**src/rtl/aes_pkg.sv**
```systemverilog
// Shared AES definitions: walk states, round count, Rcon table and the
// GF(2^8) arithmetic used by the InvMixColumns key transform.
package aes_pkg;

    localparam int NUM_ROUNDS = 10;

    // Walk states; any other encoding is treated as idle
    typedef enum logic [2:0] {
        s_IDLE      = 3'b000,
        s_ROUND10   = 3'b001,
        s_ROUND9to1 = 3'b010,
        s_ROUND0    = 3'b011
    } state_e;

    // Round constant for the round being left; 0 outside 1..10
    function automatic logic [7:0] rcon(input logic [3:0] round);
        logic [7:0] value;
        case (round)
            4'd1:    value = 8'h01;
            4'd2:    value = 8'h02;
            4'd3:    value = 8'h04;
            4'd4:    value = 8'h08;
            4'd5:    value = 8'h10;
            4'd6:    value = 8'h20;
            4'd7:    value = 8'h40;
            4'd8:    value = 8'h80;
            4'd9:    value = 8'h1b;
            4'd10:   value = 8'h36;
            default: value = 8'h00;
        endcase
        return value;
    endfunction

    // Multiply by x in GF(2^8) modulo x^8+x^4+x^3+x+1
    function automatic logic [7:0] xtime(input logic [7:0] b);
        return {b[6:0], 1'b0} ^ (b[7] ? 8'h1b : 8'h00);
    endfunction

    // Multiply by a small constant (InvMixColumns only needs 4-bit factors)
    function automatic logic [7:0] gf_mul(input logic [7:0] a, input logic [3:0] b);
        logic [7:0] acc;
        logic [7:0] pwr;
        acc = 8'h00;
        pwr = a;
        for (int i = 0; i < 4; i++) begin
            if (b[i]) begin
                acc = acc ^ pwr;
            end
            pwr = xtime(pwr);
        end
        return acc;
    endfunction

    // InvMixColumns on one column, first byte in the MSBs
    function automatic logic [31:0] inv_mix_word(input logic [31:0] w);
        logic [7:0] a0, a1, a2, a3;
        logic [7:0] b0, b1, b2, b3;
        a0 = w[31:24];
        a1 = w[23:16];
        a2 = w[15:8];
        a3 = w[7:0];
        b0 = gf_mul(a0, 4'he) ^ gf_mul(a1, 4'hb) ^ gf_mul(a2, 4'hd) ^ gf_mul(a3, 4'h9);
        b1 = gf_mul(a0, 4'h9) ^ gf_mul(a1, 4'he) ^ gf_mul(a2, 4'hb) ^ gf_mul(a3, 4'hd);
        b2 = gf_mul(a0, 4'hd) ^ gf_mul(a1, 4'h9) ^ gf_mul(a2, 4'he) ^ gf_mul(a3, 4'hb);
        b3 = gf_mul(a0, 4'hb) ^ gf_mul(a1, 4'hd) ^ gf_mul(a2, 4'h9) ^ gf_mul(a3, 4'he);
        return {b0, b1, b2, b3};
    endfunction

endpackage

```
**src/rtl/aes_sub_word.sv**
```systemverilog
// SubWord: four independent AES S-box lookups on a 32-bit word.
// Purely combinational; shared with the forward key expansion.
module aes_sub_word (
    input  logic [31:0] word_i,
    output logic [31:0] word_o
);

    localparam logic [7:0] SBOX [0:255] = '{
        8'h63, 8'h7c, 8'h77, 8'h7b, 8'hf2, 8'h6b, 8'h6f, 8'hc5, 8'h30, 8'h01, 8'h67, 8'h2b, 8'hfe, 8'hd7, 8'hab, 8'h76,
        8'hca, 8'h82, 8'hc9, 8'h7d, 8'hfa, 8'h59, 8'h47, 8'hf0, 8'had, 8'hd4, 8'ha2, 8'haf, 8'h9c, 8'ha4, 8'h72, 8'hc0,
        8'hb7, 8'hfd, 8'h93, 8'h26, 8'h36, 8'h3f, 8'hf7, 8'hcc, 8'h34, 8'ha5, 8'he5, 8'hf1, 8'h71, 8'hd8, 8'h31, 8'h15,
        8'h04, 8'hc7, 8'h23, 8'hc3, 8'h18, 8'h96, 8'h05, 8'h9a, 8'h07, 8'h12, 8'h80, 8'he2, 8'heb, 8'h27, 8'hb2, 8'h75,
        8'h09, 8'h83, 8'h2c, 8'h1a, 8'h1b, 8'h6e, 8'h5a, 8'ha0, 8'h52, 8'h3b, 8'hd6, 8'hb3, 8'h29, 8'he3, 8'h2f, 8'h84,
        8'h53, 8'hd1, 8'h00, 8'hed, 8'h20, 8'hfc, 8'hb1, 8'h5b, 8'h6a, 8'hcb, 8'hbe, 8'h39, 8'h4a, 8'h4c, 8'h58, 8'hcf,
        8'hd0, 8'hef, 8'haa, 8'hfb, 8'h43, 8'h4d, 8'h33, 8'h85, 8'h45, 8'hf9, 8'h02, 8'h7f, 8'h50, 8'h3c, 8'h9f, 8'ha8,
        8'h51, 8'ha3, 8'h40, 8'h8f, 8'h92, 8'h9d, 8'h38, 8'hf5, 8'hbc, 8'hb6, 8'hda, 8'h21, 8'h10, 8'hff, 8'hf3, 8'hd2,
        8'hcd, 8'h0c, 8'h13, 8'hec, 8'h5f, 8'h97, 8'h44, 8'h17, 8'hc4, 8'ha7, 8'h7e, 8'h3d, 8'h64, 8'h5d, 8'h19, 8'h73,
        8'h60, 8'h81, 8'h4f, 8'hdc, 8'h22, 8'h2a, 8'h90, 8'h88, 8'h46, 8'hee, 8'hb8, 8'h14, 8'hde, 8'h5e, 8'h0b, 8'hdb,
        8'he0, 8'h32, 8'h3a, 8'h0a, 8'h49, 8'h06, 8'h24, 8'h5c, 8'hc2, 8'hd3, 8'hac, 8'h62, 8'h91, 8'h95, 8'he4, 8'h79,
        8'he7, 8'hc8, 8'h37, 8'h6d, 8'h8d, 8'hd5, 8'h4e, 8'ha9, 8'h6c, 8'h56, 8'hf4, 8'hea, 8'h65, 8'h7a, 8'hae, 8'h08,
        8'hba, 8'h78, 8'h25, 8'h2e, 8'h1c, 8'ha6, 8'hb4, 8'hc6, 8'he8, 8'hdd, 8'h74, 8'h1f, 8'h4b, 8'hbd, 8'h8b, 8'h8a,
        8'h70, 8'h3e, 8'hb5, 8'h66, 8'h48, 8'h03, 8'hf6, 8'h0e, 8'h61, 8'h35, 8'h57, 8'hb9, 8'h86, 8'hc1, 8'h1d, 8'h9e,
        8'he1, 8'hf8, 8'h98, 8'h11, 8'h69, 8'hd9, 8'h8e, 8'h94, 8'h9b, 8'h1e, 8'h87, 8'he9, 8'hce, 8'h55, 8'h28, 8'hdf,
        8'h8c, 8'ha1, 8'h89, 8'h0d, 8'hbf, 8'he6, 8'h42, 8'h68, 8'h41, 8'h99, 8'h2d, 8'h0f, 8'hb0, 8'h54, 8'hbb, 8'h16
    };

    // Substitute each byte of the word through the S-box
    always_comb begin
        word_o = '0;
        for (int i = 0; i < 4; i++) begin
            word_o[8*i +: 8] = SBOX[word_i[8*i +: 8]];
        end
    end

endmodule

```
**src/rtl/aes_inv_key_expand.sv**
```systemverilog
// Reverse-order AES-128 key schedule: takes the round-10 key and emits
// round keys 10 down to 0 on consecutive cycles for the inverse cipher.
// Optional build macro AES_INV_MIXCOL_KEY_EN: rounds 9..1 are emitted with
// InvMixColumns applied per word (equivalent inverse cipher). The internal
// key register always holds the plain key, so the backward walk is unaffected.
module aes_inv_key_expand
    import aes_pkg::*;
#(
    parameter int DATA_WIDTH = 32
) (
    input  logic                  clk,
    input  logic                  rst_n,
    input  logic                  dv_in,
    input  logic [DATA_WIDTH-1:0] key_in_0,
    input  logic [DATA_WIDTH-1:0] key_in_1,
    input  logic [DATA_WIDTH-1:0] key_in_2,
    input  logic [DATA_WIDTH-1:0] key_in_3,
    output logic                  busy_out,
    output logic                  dv_out,
    output logic [3:0]            round_out,
    output logic [DATA_WIDTH-1:0] key_out_0,
    output logic [DATA_WIDTH-1:0] key_out_1,
    output logic [DATA_WIDTH-1:0] key_out_2,
    output logic [DATA_WIDTH-1:0] key_out_3,
    output logic                  done_out
);

    state_e                state_q;
    logic [3:0]            cnt_q;
    logic [DATA_WIDTH-1:0] key_q [4];

    logic                  busy_q;
    logic                  dv_q;
    logic                  done_q;
    logic [3:0]            round_q;
    logic [DATA_WIDTH-1:0] out_key_q [4];

    logic [DATA_WIDTH-1:0] key0_d;
    logic [DATA_WIDTH-1:0] key1_d;
    logic [DATA_WIDTH-1:0] key2_d;
    logic [DATA_WIDTH-1:0] key3_d;
    logic [DATA_WIDTH-1:0] rot_word;
    logic [DATA_WIDTH-1:0] sub_word;
    logic [DATA_WIDTH-1:0] out_d [4];

    // Upper three words of the previous round key are plain XORs of neighbours
    always_comb begin
        key3_d = key_q[3] ^ key_q[2];
        key2_d = key_q[2] ^ key_q[1];
        key1_d = key_q[1] ^ key_q[0];
    end

    assign rot_word = {key3_d[DATA_WIDTH-9:0], key3_d[DATA_WIDTH-1:DATA_WIDTH-8]};

    aes_sub_word u_sub_word (
        .word_i (rot_word),
        .word_o (sub_word)
    );

    // Word 0 of the previous key undoes the g() function, using Rcon of the round being left
    always_comb begin
        key0_d = key_q[0] ^ sub_word ^ {rcon(cnt_q), 24'h000000};
    end

    // Output-path view of the stepped key for the middle rounds
    always_comb begin
`ifdef AES_INV_MIXCOL_KEY_EN
        out_d[0] = inv_mix_word(key0_d);
        out_d[1] = inv_mix_word(key1_d);
        out_d[2] = inv_mix_word(key2_d);
        out_d[3] = inv_mix_word(key3_d);
`else
        out_d[0] = key0_d;
        out_d[1] = key1_d;
        out_d[2] = key2_d;
        out_d[3] = key3_d;
`endif
    end

    // Walk FSM with key register, round counter and registered outputs
    always_ff @(posedge clk or negedge rst_n) begin
        if (!rst_n) begin
            state_q <= s_IDLE;
            cnt_q   <= 4'd0;
            busy_q  <= 1'b0;
            dv_q    <= 1'b0;
            done_q  <= 1'b0;
            round_q <= 4'd0;
            for (int i = 0; i < 4; i++) begin
                key_q[i]     <= '0;
                out_key_q[i] <= '0;
            end
        end else begin
            case (state_q)
                s_IDLE: begin
                    busy_q <= 1'b0;
                    dv_q   <= 1'b0;
                    done_q <= 1'b0;
                    if (dv_in) begin
                        key_q[0] <= key_in_0;
                        key_q[1] <= key_in_1;
                        key_q[2] <= key_in_2;
                        key_q[3] <= key_in_3;
                        cnt_q    <= 4'(NUM_ROUNDS);
                        state_q  <= s_ROUND10;
                    end
                end
                s_ROUND10: begin
                    busy_q  <= 1'b1;
                    dv_q    <= 1'b1;
                    done_q  <= 1'b0;
                    round_q <= 4'(NUM_ROUNDS);
                    for (int i = 0; i < 4; i++) begin
                        out_key_q[i] <= key_q[i];
                    end
                    state_q <= s_ROUND9to1;
                end
                s_ROUND9to1: begin
                    if (cnt_q > 4'(NUM_ROUNDS) || cnt_q < 4'd2) begin
                        busy_q  <= 1'b0;
                        dv_q    <= 1'b0;
                        done_q  <= 1'b0;
                        state_q <= s_IDLE;
                    end else begin
                        busy_q   <= 1'b1;
                        dv_q     <= 1'b1;
                        done_q   <= 1'b0;
                        key_q[0] <= key0_d;
                        key_q[1] <= key1_d;
                        key_q[2] <= key2_d;
                        key_q[3] <= key3_d;
                        for (int i = 0; i < 4; i++) begin
                            out_key_q[i] <= out_d[i];
                        end
                        cnt_q   <= cnt_q - 4'd1;
                        round_q <= cnt_q - 4'd1;
                        if (cnt_q == 4'd2) begin
                            state_q <= s_ROUND0;
                        end
                    end
                end
                s_ROUND0: begin
                    if (cnt_q != 4'd1) begin
                        busy_q <= 1'b0;
                        dv_q   <= 1'b0;
                        done_q <= 1'b0;
                    end else begin
                        busy_q       <= 1'b1;
                        dv_q         <= 1'b1;
                        done_q       <= 1'b1;
                        round_q      <= 4'd0;
                        key_q[0]     <= key0_d;
                        key_q[1]     <= key1_d;
                        key_q[2]     <= key2_d;
                        key_q[3]     <= key3_d;
                        out_key_q[0] <= key0_d;
                        out_key_q[1] <= key1_d;
                        out_key_q[2] <= key2_d;
                        out_key_q[3] <= key3_d;
                    end
                    cnt_q   <= 4'd0;
                    state_q <= s_IDLE;
                end
                default: begin
                    busy_q  <= 1'b0;
                    dv_q    <= 1'b0;
                    done_q  <= 1'b0;
                    cnt_q   <= 4'd0;
                    state_q <= s_IDLE;
                end
            endcase
        end
    end

    assign busy_out  = busy_q;
    assign dv_out    = dv_q;
    assign done_out  = done_q;
    assign round_out = round_q;
    assign key_out_0 = out_key_q[0];
    assign key_out_1 = out_key_q[1];
    assign key_out_2 = out_key_q[2];
    assign key_out_3 = out_key_q[3];

endmodule

```
**config.mk**
```make
export PLATFORM = sky130hd
export DESIGN_NAME = aes_inv_key_expand
export DESIGN_NICKNAME = d
export VERILOG_FILES = /design/src/rtl/aes_pkg.sv /design/src/rtl/aes_sub_word.sv /design/src/rtl/aes_inv_key_expand.sv
export SDC_FILE = /design/constraint.sdc
export NUM_CORES = 1
export LEC_CHECK = 0
export CELL_PAD_IN_SITES_DETAIL_PLACEMENT = 1
export CELL_PAD_IN_SITES_GLOBAL_PLACEMENT = 2
export CORE_MARGIN = 4
export CORE_UTILIZATION = 33
export DETAILED_ROUTE_END_ITERATION = 8
export MAX_ROUTING_LAYER = met4
export PLACE_DENSITY = 0.88
export SYNTH_ARGS = -nofsm -noshare
export SYNTH_HDL_FRONTEND = slang
export SYNTH_SLANG_ARGS = --single-unit
export TNS_END_PERCENT = 1
```
**constraint.sdc**
```tcl
create_clock -name clk -period 4.1 [get_ports clk]
set_clock_uncertainty 0.15 [all_clocks]
set_input_delay 0.82 -clock clk [delete_from_list [all_inputs] [get_ports clk]]
set_output_delay 0.82 -clock clk [all_outputs]
set_load 0.02 [all_outputs]
```
# [Word level (Yosys, flattened, before mapping)]
# Memories as Yosys holds them, arrays and structs flattened.
# Index checks and enable logic that the tools add are counted.
[op_classes] add_sub_neg=1 magnitude_cmp=6 eq_ne=9 n_mux=26 n_bitwise=10 n_reduce_logical=8
[ops] operator="$pmux W128 S3" n=2
[ops] operator="$mux W128" n=3
[ops] operator="$xor A32 B32 Y32" n=5
[ops] operator="$mux W8" n=8
[ops] operator="$ge A9 B9 Y1 const B" n=4
[ops] operator="$not A8 Y9" n=4
[ops] operator="$pmux W4 S3" n=2
[ops] operator="$mux W4" n=3
[ops] operator="$mux W3" n=3
[ops] operator="$pmux W3 S3" n=1
[ops] operator="$eq A3 B2 Y1 const B" n=2
[ops] operator="$ne A2 B2 Y1 const B" n=3
[ops] operator="$reduce_and A3 Y1" n=2
[ops] operator="$reduce_bool A3 Y1" n=2
[ops] operator="$eq A4 B2 Y1 const B" n=1
[ops] operator="$gt A4 B4 Y1 const B" n=1
[ops] operator="$lt A4 B2 Y1 const B" n=1
[ops] operator="$ne A4 B1 Y1 const B" n=1
[ops] operator="$reduce_and A4 Y1" n=1
[ops] operator="$sub A4 B1 Y4 const B" n=1
[ops] operator="$eq A3 B1 Y1 const B" n=1
[ops] operator="$logic_not A3 Y1" n=1
[ops] operator="$mux W1" n=3
[ops] operator="$ne A3 B3 Y1 const B" n=1
[ops] operator="4 further kinds" n=4
[totals] register_bits=269 romBits=8320 input_bits=131 word_cells=78 memories=5
[mem_list] memory="(name not given)" depth=256 word_bits=8 read_ports=1 rd_ports_with_merged_regs=0 wr=0 line="aes_sub_word.sv:31" text="word_o[8*i +: 8] = SBOX[word_i[8*i +: 8]];"
[mem_list] memory="(name not given)" depth=256 word_bits=8 read_ports=1 rd_ports_with_merged_regs=0 wr=0 line="aes_sub_word.sv:31"
[mem_list] memory="(name not given)" depth=256 word_bits=8 read_ports=1 rd_ports_with_merged_regs=0 wr=0 line="aes_sub_word.sv:31"
[mem_list] memory="(name not given)" depth=256 word_bits=8 read_ports=1 rd_ports_with_merged_regs=0 wr=0 line="aes_sub_word.sv:31"
[mem_list] memory="(name not given)" depth=16 word_bits=8 read_ports=1 rd_ports_with_merged_regs=0 wr=0 line="aes_pkg.sv:18" text="case (round)"

# [Longest topological paths before layout]
[logic_depth] ltp_word=9 mapped_depth=15

# [Cells and area by module]
# From an unflattened synthesis, not the netlist that was laid out.
[hier_totals] cells_unflattened=3747 hier_area_um2=28049.4
[modules_own_cells] module="aes_inv_key_expand" instances=1 cells_per_inst=1562 area_each_um2=14279.9
[modules_own_cells] module="aes_sub_word" instances=1 cells_per_inst=2185 area_each_um2=13769.5

# [Worst setup path before layout]
# Ideal clock, no wire load.
[synth_timing] path_type="flip-flop to flip-flop" from="register key_q[33] in the netlist's numbering" to="register key_q[106] in the netlist's numbering" t_arrival_ns=3.383 required_time_ns=3.813 path_slack_ns=0.430 stages_incl_launch_ff=13 cell_sequence="dfrtp_1 > xor2_1 > clkbuf_1 > ha_1 > clkbuf_1 > clkinv_1 > nand2_1 > a32o_1 > mux4_2 > a22o_1 > a211oi_2 > mux2i_1 > a21oi_1"
[synth_via] elab_chain_len=9
[synth_rtl] item="start: declaration" line="aes_inv_key_expand.sv:30" text="logic [DATA_WIDTH-1:0] key_q [4];"
[synth_rtl] item="$xor A32 B32 Y32 (*)" line="aes_inv_key_expand.sv:48" text="key3_d = key_q[3] ^ key_q[2];"
[synth_rtl] item="$not A8 Y9 (not written as such) (*)" line="aes_sub_word.sv:31"
[synth_rtl] item="$mem_v2 Z256 W8 (*)"
[synth_rtl] item="$mux W8 (not written as such) (*) (2 in series)" line="aes_sub_word.sv:31"
[synth_rtl] item="$xor A32 B32 Y32 (*) (2 in series)" line="aes_inv_key_expand.sv:62" text="key0_d = key_q[0] ^ sub_word ^ {rcon(cnt_q), 24'h000000};"
[synth_rtl] item="$mux W128, on equally long branches" line="aes_inv_key_expand.sv:143, aes_inv_key_expand.sv:119"
[synth_rtl] item="$pmux W128 S3 (*)" line="aes_inv_key_expand.sv:94" text="case (state_q)"
# Every way passes the cells marked *; elsewhere a longest branch is shown, timed or not. The select of a mux whose other input is x is not followed.
# A chain may end at the register's enable or synchronous reset.

# [Worst setup path after layout]
[layout_timing] from="register key_q[50] in the netlist's numbering" to="register key_q[127] in the netlist's numbering"
# Same word-level chain as after synthesis.

==> results.json <==
{
  "synth_adder_area_share_pct": 2.68,
  "synth_cell_type_count": 86,
  "routed_via_density": 6.53,
  "multi_input_area_um2": 18900,
  "path_cells": "xnor2_2 -> buf_4 -> nor2_1 -> a221oi_1 -> o22ai_1 -> o22ai_1 -> a221oi_1 -> buf_4 -> a21oi_1",
  "seq_area_frac_synth_pct": 24.8,
  "synth-edff-count": 0,
  "clk_pin_slew_ns": 0.06,
  "ys_dominant_reg_cell": "dfrtp_1",
  "synth_xor_area_share_pct": 6.67,
  "gp_routability_congestion": 1.02,
  "ios": 266,
  "cp-end-kind": "register",
  "io_buffers": 265,
  "path_class": "reg2reg",
  "fmax_mhz": 255,
  "grt-ovfl-total": 0,
  "syn-cell-area_um2": 27100,
  "finalWorstSetupSlack_ns": 0.183,
  "fp.dieArea_um2": 86700,
  "fin_crit_ns": 3.92,
  "cts_buffers": 36,
  "initial_core_util_pct": 33.4,
  "rsz0062_at_grt": "no",
  "layout.nets": 4185,
  "arrival_ns": 4.22,
  "syn_inst": 3767,
  "report.final.slew_viol_count": 0,
  "synth_compound_area_share_pct": 33.7,
  "first_pass_iters": 6,
  "final_common_cell": "nand2_1",
  "grt_max_degree": 116,
  "synth_mux_area_share_pct": 4.53,
  "crit_family": "compound AO/OA/AOI/OAI gates",
  "grt_pass1_vias": 33100,
  "antenna_found_initial": 10,
  "clk_latency_ns": 0.57,
  "drt_iter0_markers": 3928,
  "die_x_um": 294,
  "cap_violations": 0,
  "hold_viol": 0,
  "ys_seq_elements": 268,
  "cp_max_fo": 12,
  "setup-tns-final_ns": 0,
  "cp_slowest_cell": "nor2_1",
  "area_growth_syn_to_layout_pct": 25.0,
  "routed_wl_mm": 157,
  "hold_path_class": "in2async",
  "grt_usage_pct": 36.1,
  "max_stage_delay_ns": 1.01,
  "hpwl_mm": 116,
  "remaining_drc_errors": 0,
  "min_period_over_period_pct": 95.5,
  "die_h_um": 294,
  "tightest_slew_ns": 1.33,
  "rows": 104,
  "wire_per_inst_um": 30.8,
  "grt_pass1_wl_mm": 232,
  "crit_required_ns": 4.40,
  "async_flop_share_pct": 100,
  "vias": 33300,
  "drive_above_1_share_pct": 12.4,
  "cts-root-buf": "clkbuf_16",
  "htreeDepth": 2,
  "yosys.area_share.simple_pct": 20.7,
  "fillCellCount": 9926,
  "path_buf_inv": 2,
  "coreArea_um2": 80900,
  "finalSetupViolCount": 0,
  "clock_path_buffers": 3,
  "status": "completed",
  "place_ws_ns": 0.213,
  "cts_tree": "yes",
  "cp-start-kind": "register",
  "layout_common_cells": "nand2_1, nor2_1, a21oi_1, buf_4, o21ai_0",
  "postCtsSetupBuffers": 0,
  "synth_top_family_by_area": "compound AO/OA/AOI/OAI gates",
  "syn_nets": 3956,
  "syn_avg_cell_area_um2": 7.19,
  "ys_warn_count": 0,
  "relSlewSlack_pct": 11.3,
  "ant_nets": 0,
  "cts_sinks": 268,
  "regArea_um2": 6710
}
flip-flops by register name, summed over array words and instances (netlist names):
signal,cells
key_q,128
key_out_0,32
key_out_1,32
key_out_2,32
key_out_3,32
cnt_q,4
round_out,4
state_q,2
done_out,1
dv_out,1
per-layer routing:
layer / vias to the layer above / GRT usage, % / wire, um
met1: 16600 / 47.3 / 65500
met2: 1825 / 55.4 / 70100
met3: 348 / 6.38 / 13500
li1: 14500 / - / -
met5: - / - / 0
met4: 0 / 14.2 / 7700
what timing repair did:
action                                  4_1_cts  5_1_grt
resized for setup                             0        3
endpoints found under the setup margin        0        5
hold buffers                                  0        0
cell type report:
cell class	count	share of cell area, %
Multi-Input combinational cell	3053	55.7
Sequential cell	268	19.8
Timing Repair Buffer	600	16.2
Tap cell	1060	3.92
Clock buffer	50	3.15
Clock inverter	13	0.680
Inverter	37	0.440
Antenna cell	9	0.0666
worst paths after layout:
check,slack (ns),endpoint,cells after the start,start
max,0.18,key_q[127]$_DFFE_PN0P_,9,key_q[50]$_DFFE_PN0P_
min,0.15,key_out_3[7]$_DFFE_PN0P_,1,rst_n
max reg2reg,0.18,key_q[127]$_DFFE_PN0P_,9,key_q[50]$_DFFE_PN0P_
min reg2reg,0.33,key_out_0[12]$_DFFE_PN0P_,2,key_out_0[12]$_DFFE_PN0P_
max in group asynchronous,2.72,key_q[63]$_DFFE_PN0P_,2,rst_n
min in group clk,0.33,key_out_0[12]$_DFFE_PN0P_,2,key_out_0[12]$_DFFE_PN0P_
kinds of logic (layout without fill, tap and decap cells):
logic type | after synthesis | count (layout)
and+or+nand+nor | 1303 | 1303
buffers and inverters | 446 | 700
muxes | 93 | 93
AOI/OAI and AO/OA | 1404 | 1404
other | 0 | 9
DFF | 268 | 268
xor gates and xnor gates | 195 | 195
adders and majority gates | 58 | 58
stage by stage:
stage	cells	cell area, um^2	hold WS [ns]	utilization [%]
4_1_cts	5081	33800	0.190	41.8
5_1_grt	5090	33800	0.211	41.8
3_3_place_gp	5018	32500	0.313	40.2
2_1_floorplan	3767	27100	0.359	-
6_report	5090	33800	0.146	41.8
3_5_place_dp	5018	32500	0.329	40.2
worst reg2reg max path, cell delays in order (launching register included):
cell and delay, ns:
dfrtp_1 0.58, xnor2_2 0.23, buf_4 0.24, nor2_1 1.01, a221oi_1 0.30, o22ai_1 0.34, o22ai_1 0.18, a221oi_1 0.52
buf_4 0.21, a21oi_1 0.06
cell usage after synthesis (9+ instances only):
cell | instances | share of area (%)
and3_1 | 19 | 0.44
dfrtp_1 | 268 | 25
o32ai_1 | 10 | 0.32
buf_4 | 9 | 0.25
o311ai_0 | 36 | 1.2
a2111oi_0 | 23 | 0.74
o22ai_1 | 110 | 2.5
a22oi_1 | 11 | 0.31
buf_1 | 46 | 0.64
nand2_1 | 483 | 6.7
nand3_1 | 141 | 2.6
a211oi_1 | 52 | 1.4
a311oi_1 | 38 | 1.2
o2111ai_1 | 16 | 0.52
a32oi_1 | 9 | 0.29
a221o_1 | 11 | 0.41
mux2i_1 | 64 | 2.4
o41ai_1 | 15 | 0.49
mux4_2 | 23 | 1.9
buf_2 | 98 | 1.8
clkbuf_1 | 251 | 3.5
nor3_1 | 109 | 2.0
and2_1 | 11 | 0.25
or3_1 | 23 | 0.53
nor2_1 | 427 | 5.9
a31oi_1 | 60 | 1.4
o221ai_1 | 43 | 1.4
o21ai_0 | 297 | 5.5
o21a_1 | 9 | 0.25
o211ai_1 | 49 | 1.4
ha_1 | 58 | 2.7
a221oi_1 | 42 | 1.4
a211o_1 | 25 | 0.81
nor4_1 | 25 | 0.58
xnor2_1 | 51 | 1.7
o311a_1 | 11 | 0.41
a21oi_1 | 403 | 7.5
a311o_1 | 9 | 0.33
o31ai_1 | 34 | 0.94
inv_1 | 29 | 0.40
nand4_1 | 27 | 0.62
xor2_1 | 134 | 4.3
Power is not shown: default switching activity piles up to over one toggle a cycle in this logic, so the estimate is an artifact.
